File: src/rtl/trng_cm_tx.sv
// Purpose: TRNG transmit side of the 8-bit CM bus. Samples the ring-oscillator bank, XOR-compresses
//          it to one raw bit per sample, packs bytes into a FWFT FIFO, and hands bytes to the MCU on
//          a request/strobe handshake.
// Ports:   CLK/RST (async active-high), RO_IN (async RO bank), MCU_REQ (async level request),
//          CM_OUT/CM_OE/CM_STB (bus data, output-enable, data-valid strobe), FIFO_LEVEL, OVF (sticky drop).
// Option:  define TRNG_VON_NEUMANN_EN to debias raw samples in pairs (01->0, 10->1, 00/11 discarded).
module trng_cm_tx #(
    parameter int N_RO       = 20,
    parameter int SAMPLE_DIV = 16,
    parameter int FIFO_DEPTH = 8,
    parameter int SETUP_CYC  = 4,
    parameter int STB_CYC    = 8
) (
    input  logic                          CLK,
    input  logic                          RST,
    input  logic [N_RO-1:0]               RO_IN,
    input  logic                          MCU_REQ,
    output logic [7:0]                    CM_OUT,
    output logic                          CM_OE,
    output logic                          CM_STB,
    output logic [$clog2(FIFO_DEPTH):0]   FIFO_LEVEL,
    output logic                          OVF
);
    localparam int CW = (SAMPLE_DIV > 1) ? $clog2(SAMPLE_DIV) : 1;
    localparam int PW = $clog2(FIFO_DEPTH);
    localparam int LW = PW + 1;
    localparam int TW = $clog2(SETUP_CYC + STB_CYC + 1);

    typedef enum logic [1:0] {ST_IDLE, ST_SETUP, ST_STROBE, ST_WAIT_REL} state_t;

    // Synchronisers
    logic [N_RO-1:0] ro_s1_q, ro_s2_q;
    logic            req_s1_q, req_s2_q;

    always_ff @(posedge CLK or posedge RST) begin
        if (RST) begin
            ro_s1_q  <= '0;
            ro_s2_q  <= '0;
            req_s1_q <= 1'b0;
            req_s2_q <= 1'b0;
        end else begin
            ro_s1_q  <= RO_IN;
            ro_s2_q  <= ro_s1_q;
            req_s1_q <= MCU_REQ;
            req_s2_q <= req_s1_q;
        end
    end

    // Sampling and byte assembly
    logic [CW-1:0] cnt_q;
    logic [2:0]    bitcnt_q;
    logic [7:0]    acc_q;
    logic          push_q;
    logic          samp_wrap, raw;
    logic          bit_vld, bit_val;

    assign samp_wrap = (cnt_q == CW'(SAMPLE_DIV - 1));
    assign raw       = ^ro_s2_q;

`ifdef TRNG_VON_NEUMANN_EN
    // half_q marks that the first sample of a pair is held in vn_first_q.
    logic half_q, vn_first_q;

    always_ff @(posedge CLK or posedge RST) begin
        if (RST) begin
            half_q     <= 1'b0;
            vn_first_q <= 1'b0;
        end else if (samp_wrap) begin
            half_q <= ~half_q;
            if (!half_q) vn_first_q <= raw;
        end
    end

    // Unequal pair yields its first sample (01 -> 0, 10 -> 1).
    always_comb begin
        bit_vld = samp_wrap && half_q && (vn_first_q != raw);
        bit_val = vn_first_q;
    end
`else
    always_comb begin
        bit_vld = samp_wrap;
        bit_val = raw;
    end
`endif

    always_ff @(posedge CLK or posedge RST) begin
        if (RST) begin
            cnt_q    <= '0;
            bitcnt_q <= '0;
            acc_q    <= '0;
            push_q   <= 1'b0;
        end else begin
            push_q <= 1'b0;
            cnt_q  <= samp_wrap ? '0 : cnt_q + CW'(1);
            if (bit_vld) begin
                acc_q    <= {acc_q[6:0], bit_val};
                bitcnt_q <= bitcnt_q + 3'd1;
                // Byte is complete in acc_q on the following cycle, when push_q is seen.
                if (bitcnt_q == 3'd7) push_q <= 1'b1;
            end
        end
    end

    // Byte FIFO (first-word fall-through)
    logic [7:0]    mem [FIFO_DEPTH];
    logic [PW-1:0] wr_ptr_q, rd_ptr_q;
    logic [LW-1:0] level_q;
    logic          ovf_q;
    logic          pop, push_ok, full;
    state_t        state_q;
    logic [TW-1:0] tmr_q;

    assign full    = (level_q == LW'(FIFO_DEPTH));
    assign pop     = (state_q == ST_STROBE) && (tmr_q == TW'(STB_CYC - 1));
    // A pop in the same cycle frees the slot, so a push at full is still taken.
    assign push_ok = push_q && (!full || pop);

    always_ff @(posedge CLK) begin
        if (push_ok) mem[wr_ptr_q] <= acc_q;
    end

    always_ff @(posedge CLK or posedge RST) begin
        if (RST) begin
            wr_ptr_q <= '0;
            rd_ptr_q <= '0;
            level_q  <= '0;
            ovf_q    <= 1'b0;
        end else begin
            if (push_ok) wr_ptr_q <= wr_ptr_q + PW'(1);
            if (pop)     rd_ptr_q <= rd_ptr_q + PW'(1);
            if (push_ok && !pop)      level_q <= level_q + LW'(1);
            else if (pop && !push_ok) level_q <= level_q - LW'(1);
            if (push_q && !push_ok)   ovf_q   <= 1'b1;
        end
    end

    // Transmit FSM with registered bus outputs
    logic [7:0] cm_out_q;
    logic       oe_q, stb_q;

    always_ff @(posedge CLK or posedge RST) begin
        if (RST) begin
            state_q  <= ST_IDLE;
            tmr_q    <= '0;
            cm_out_q <= '0;
            oe_q     <= 1'b0;
            stb_q    <= 1'b0;
        end else begin
            case (state_q)
                ST_IDLE: begin
                    if (req_s2_q && (level_q != '0)) begin
                        cm_out_q <= mem[rd_ptr_q];
                        oe_q     <= 1'b1;
                        tmr_q    <= '0;
                        state_q  <= ST_SETUP;
                    end
                end
                ST_SETUP: begin
                    if (tmr_q == TW'(SETUP_CYC - 1)) begin
                        stb_q   <= 1'b1;
                        tmr_q   <= '0;
                        state_q <= ST_STROBE;
                    end else begin
                        tmr_q <= tmr_q + TW'(1);
                    end
                end
                ST_STROBE: begin
                    if (tmr_q == TW'(STB_CYC - 1)) begin
                        stb_q   <= 1'b0;
                        tmr_q   <= '0;
                        state_q <= ST_WAIT_REL;
                    end else begin
                        tmr_q <= tmr_q + TW'(1);
                    end
                end
                ST_WAIT_REL: begin
                    // Only the release of the request ends the transfer; one byte per request.
                    if (!req_s2_q) begin
                        oe_q    <= 1'b0;
                        state_q <= ST_IDLE;
                    end
                end
                default: state_q <= ST_IDLE;
            endcase
        end
    end

    assign CM_OUT     = cm_out_q;
    assign CM_OE      = oe_q;
    assign CM_STB     = stb_q;
    assign FIFO_LEVEL = level_q;
    assign OVF        = ovf_q;

endmodule
File: config.mk
export PLATFORM = sky130hd
export DESIGN_NAME = trng_cm_tx
export DESIGN_NICKNAME = d
export VERILOG_FILES = /design/src/rtl/trng_cm_tx.sv
export SDC_FILE = /design/constraint.sdc
export NUM_CORES = 1
export LEC_CHECK = 0
export ABC_AREA = 1
export CAP_MARGIN = 20
export CORE_MARGIN = 3
export CORE_UTILIZATION = 45
export DETAILED_ROUTE_END_ITERATION = 6
export HOLD_SLACK_MARGIN = 0.03
export PLACE_DENSITY = 0.66
export SLEW_MARGIN = 0
export SYNTH_ARGS = -nofsm -noshare
export SYNTH_HDL_FRONTEND = slang
export SYNTH_SLANG_ARGS = --single-unit
File: constraint.sdc
create_clock -name CLK -period 2.27 [get_ports CLK]
set_input_delay 0.227 -clock CLK [delete_from_list [all_inputs] [get_ports CLK]]
set_output_delay 0.227 -clock CLK [all_outputs]
set_load 0.02 [all_outputs]
==> metrics.txt <==
post-placement setup slack -0.04862 ns; Internal 0.004758 W; worst-margin pin slew 0.7321 ns; Root Driver clkbuf_16; Multi-input gate area 1709 um2; count of pins over their slew limit 0; Post-Syn Area 5886 um2; PortBufs 37; Sink Count 149; initial antenna violation count 0; fill count 1060; Seq. cell area 4049 um2; Net Sw Power 0.001154 W; drc violations 0; initial DRC count 343; Worst Path Required 2.57 ns; CTS H-tree depth 4; Worst VDD drop 0.0005477 V; Tmin final 2.205 ns; overall power 0.005912 W; DR pass1 iterations 6; final core utilization 57.24%; Synth Warn # 0; Tcrit/Tclk final 97.12%; CP max FO 3; later-pin clock latency in the skew report 0.42 ns; Post-synth EDFFs 64; unrepaired setup endpoints after global routing yes; CTS tree yes; status completed; Final nets 600; DIE HEIGHT 120.4 um; post-DP HPWL 6716 um; Area Overhead vs Synth 23.72%; DR vias/cell 4.929; Main synth FF type dfrtp_1; crit start category register; largest net degree at the start of global routing 55; GRT Overall Usage 15.10%; ANT cells 0; Die Width 120.4 um; placer's final routability congestion estimate 0.8654; initial core utilization 46.26%; asr flop ratio synth 57.05%; total CTS buffers 17; final worst setup slack 0.06534 ns; total wire length 9927 um; I/O Pins 38; post-synthesis sequential area ratio 68.79%; row cnt 41; drt wl/cell 13.29 um; vias 3682; P per Cell Area 811.8 nW/um2; Final Hold Viols 0; total gr overflow 0; core area 12720 um2; Worst Hold Class in -> async; crit path DAT 2.50 ns; clock share of power 46.8%; Synth Area per Inst 11.91 um2; Max Root-Sink Buffers 2; Post-Syn Instances 494; Max Clk Rate 0.4536 GHz; Syn Nets 532; vias in the first global route 3537; Die Area 14490 um2; sequential share of power 50.3%; Worst Setup Path Type reg -> reg; MaxCap Viol Count 0; Distinct cells, synth 32; first-pass GRT wire length 16640 um; Yosys reg bits 149; setup violators final 0; power share of the combinational group 2.9%; critical path endpoint category register; layout cells sized above 1 12.70%; clk slew on worst S/H paths 0.06 ns; Relative slew margins 51.14%; Hold Slack 0.2366 ns; skew final 0.008965 ns; switch share 19.52%; Routed Antenna Nets 0; Leak 2.990 nW
## power groups by stage
| stage | registers (W) | logic [W] | clock network, W |
|---|---|---|---|
| after CTS | 0.00297 | 0.000175 | 0.00283 |
| after floorplan | 0.00300 | 0.000106 | 0 |
| after global routing | 0.00299 | 0.000204 | 0.00296 |
| final | 0.00297 | 0.000170 | 0.00277 |
| after global placement | 0.00302 | 0.000167 | 0 |
| after detailed placement | 0.00303 | 0.000174 | 0 |
## registers in the layout (all words and copies together), names as in the netlist, 4 cells and up
name and cells:
tmr_q 4, CM_OUT 8, mem 64, cnt_q 4
FIFO_LEVEL 4, ro_s2_q 20, acc_q 8, ro_s1_q 20
## worst paths after layout
check,cells past startpoint,endpoint,slack (ns),startpoint
setup / recovery,16,FIFO_LEVEL[3]$_DFFE_PP0P_,0.07,tmr_q[1]$_DFFE_PP0P_
hold / removal,3,ro_s1_q[17]$_DFF_PP0_,0.24,RST
setup reg to reg,16,FIFO_LEVEL[3]$_DFFE_PP0P_,0.07,tmr_q[1]$_DFFE_PP0P_
hold reg to reg,0,ro_s2_q[5]$_DFF_PP0_,0.34,ro_s1_q[5]$_DFF_PP0_
max in group asynchronous,3,CM_OUT[2]$_DFFE_PP0P_,1.75,RST
min in group CLK,1,ro_s1_q[1]$_DFF_PP0_,0.25,RO_IN[1]
## cells in the final DEF (no fill, tap or decap), types with 3 or more instances in the layout
master | Yosys | layout
o21ai_0 | 38 | 38
buf_4 | 1 | 23
o221ai_1 | 4 | 4
mux2i_1 | 11 | 11
dfrtp_1 | 85 | 85
nand2_4 | 1 | 3
o22ai_1 | 7 | 7
xnor2_1 | 9 | 9
a21oi_1 | 4 | 3
clkbuf_1 | 4 | 3
nand3_1 | 12 | 12
ha_4 | 0 | 3
inv_4 | 0 | 3
nor2_1 | 44 | 44
edfxtp_1 | 64 | 64
o211ai_1 | 13 | 13
inv_1 | 32 | 30
clkdlybuf4s50_1 | 0 | 37
nor2_2 | 4 | 4
ha_1 | 14 | 11
xor2_1 | 12 | 12
bufinv_16 | 0 | 3
nand2_1 | 114 | 114
clkinv_2 | 0 | 5
clkbuf_16 | 0 | 17
## worst max-delay path: stages (launching register included)
cell     delay [ns]
dfrtp_1        0.42
ha_4           0.20
nand2_4        0.08
nor2_4         0.05
nand2_4        0.09
nand3_4        0.09
nand2_4        0.10
inv_4          0.04
ha_4           0.16
inv_4          0.07
ha_4           0.19
a21o_1         0.16
a21oi_2        0.15
nand2_1        0.06
nand2_1        0.06
nor2_1         0.05
xor2_1         0.13
## Yosys cell counts, drive strengths merged (2+ instances only)
cell type / number / share of area [%]
inv: 33 / 2.1
dfrtp: 85 / 36
o22ai: 7 / 0.74
mux2i: 11 / 1.9
o221ai: 4 / 0.60
buf: 9 / 0.81
o211ai: 13 / 1.7
nand3: 13 / 1.2
o21ai: 39 / 3.3
nor2: 49 / 3.4
ha: 14 / 3.0
a21oi: 4 / 0.34
or2: 2 / 0.26
edfxtp: 64 / 33
clkbuf: 4 / 0.26
nand2: 117 / 7.7
xnor2: 9 / 1.3
xor2: 12 / 1.8
## routing by layer
metal / part of all wire (%) / vias to the layer above / GRT usage [%] / wire [um]
met5: 0 / - / 0 / 0
met4: 2.6 / 0 / 8.640 / 258
met3: 5.3 / 27 / 5.566 / 529
met2: 48 / 85 / 22.91 / 4785
met1: 44 / 1767 / 18.63 / 4354
li1: - / 1803 / - / -
## final cells by class
type	instances	share of cell area (%)
flip-flops and latches	149	55.60
clock inverters	10	1.770
multi-input cells	299	23.47
inverters	33	1.821
clock buffers	22	6.375
repair buffers	62	8.007
well taps	172	2.955
## timing repair
action                                  4_1_cts  5_1_grt
hold buffers                                  0        0
endpoints found under the setup margin        1        1
buffers inserted                              1        3
gates resized for setup                       2        9
pin swaps                                     0        9
## cell families after synthesis
kind of cell	after synthesis	share of synthesized area [%]
DFF	149	68.79
adders and majority gates	15	3.316
AOI/OAI and AO/OA	69	6.909
and+or+nand+nor	182	12.63
xor gates and xnor gates	21	3.125
muxes	12	2.062
buffers and inverters	46	3.168
## stage by stage
step | area (um2) | instances | setup TNS, ns
after global placement | 6598 | 711 | 0
after detailed placement | 6598 | 711 | -0.04862
final | 7282 | 747 | 0
after floorplan | 5892 | 494 | 0
after global routing | 7282 | 747 | -0.06386
after CTS | 7202 | 744 | 0
Note: power is estimated with default switching activity, not from simulation.
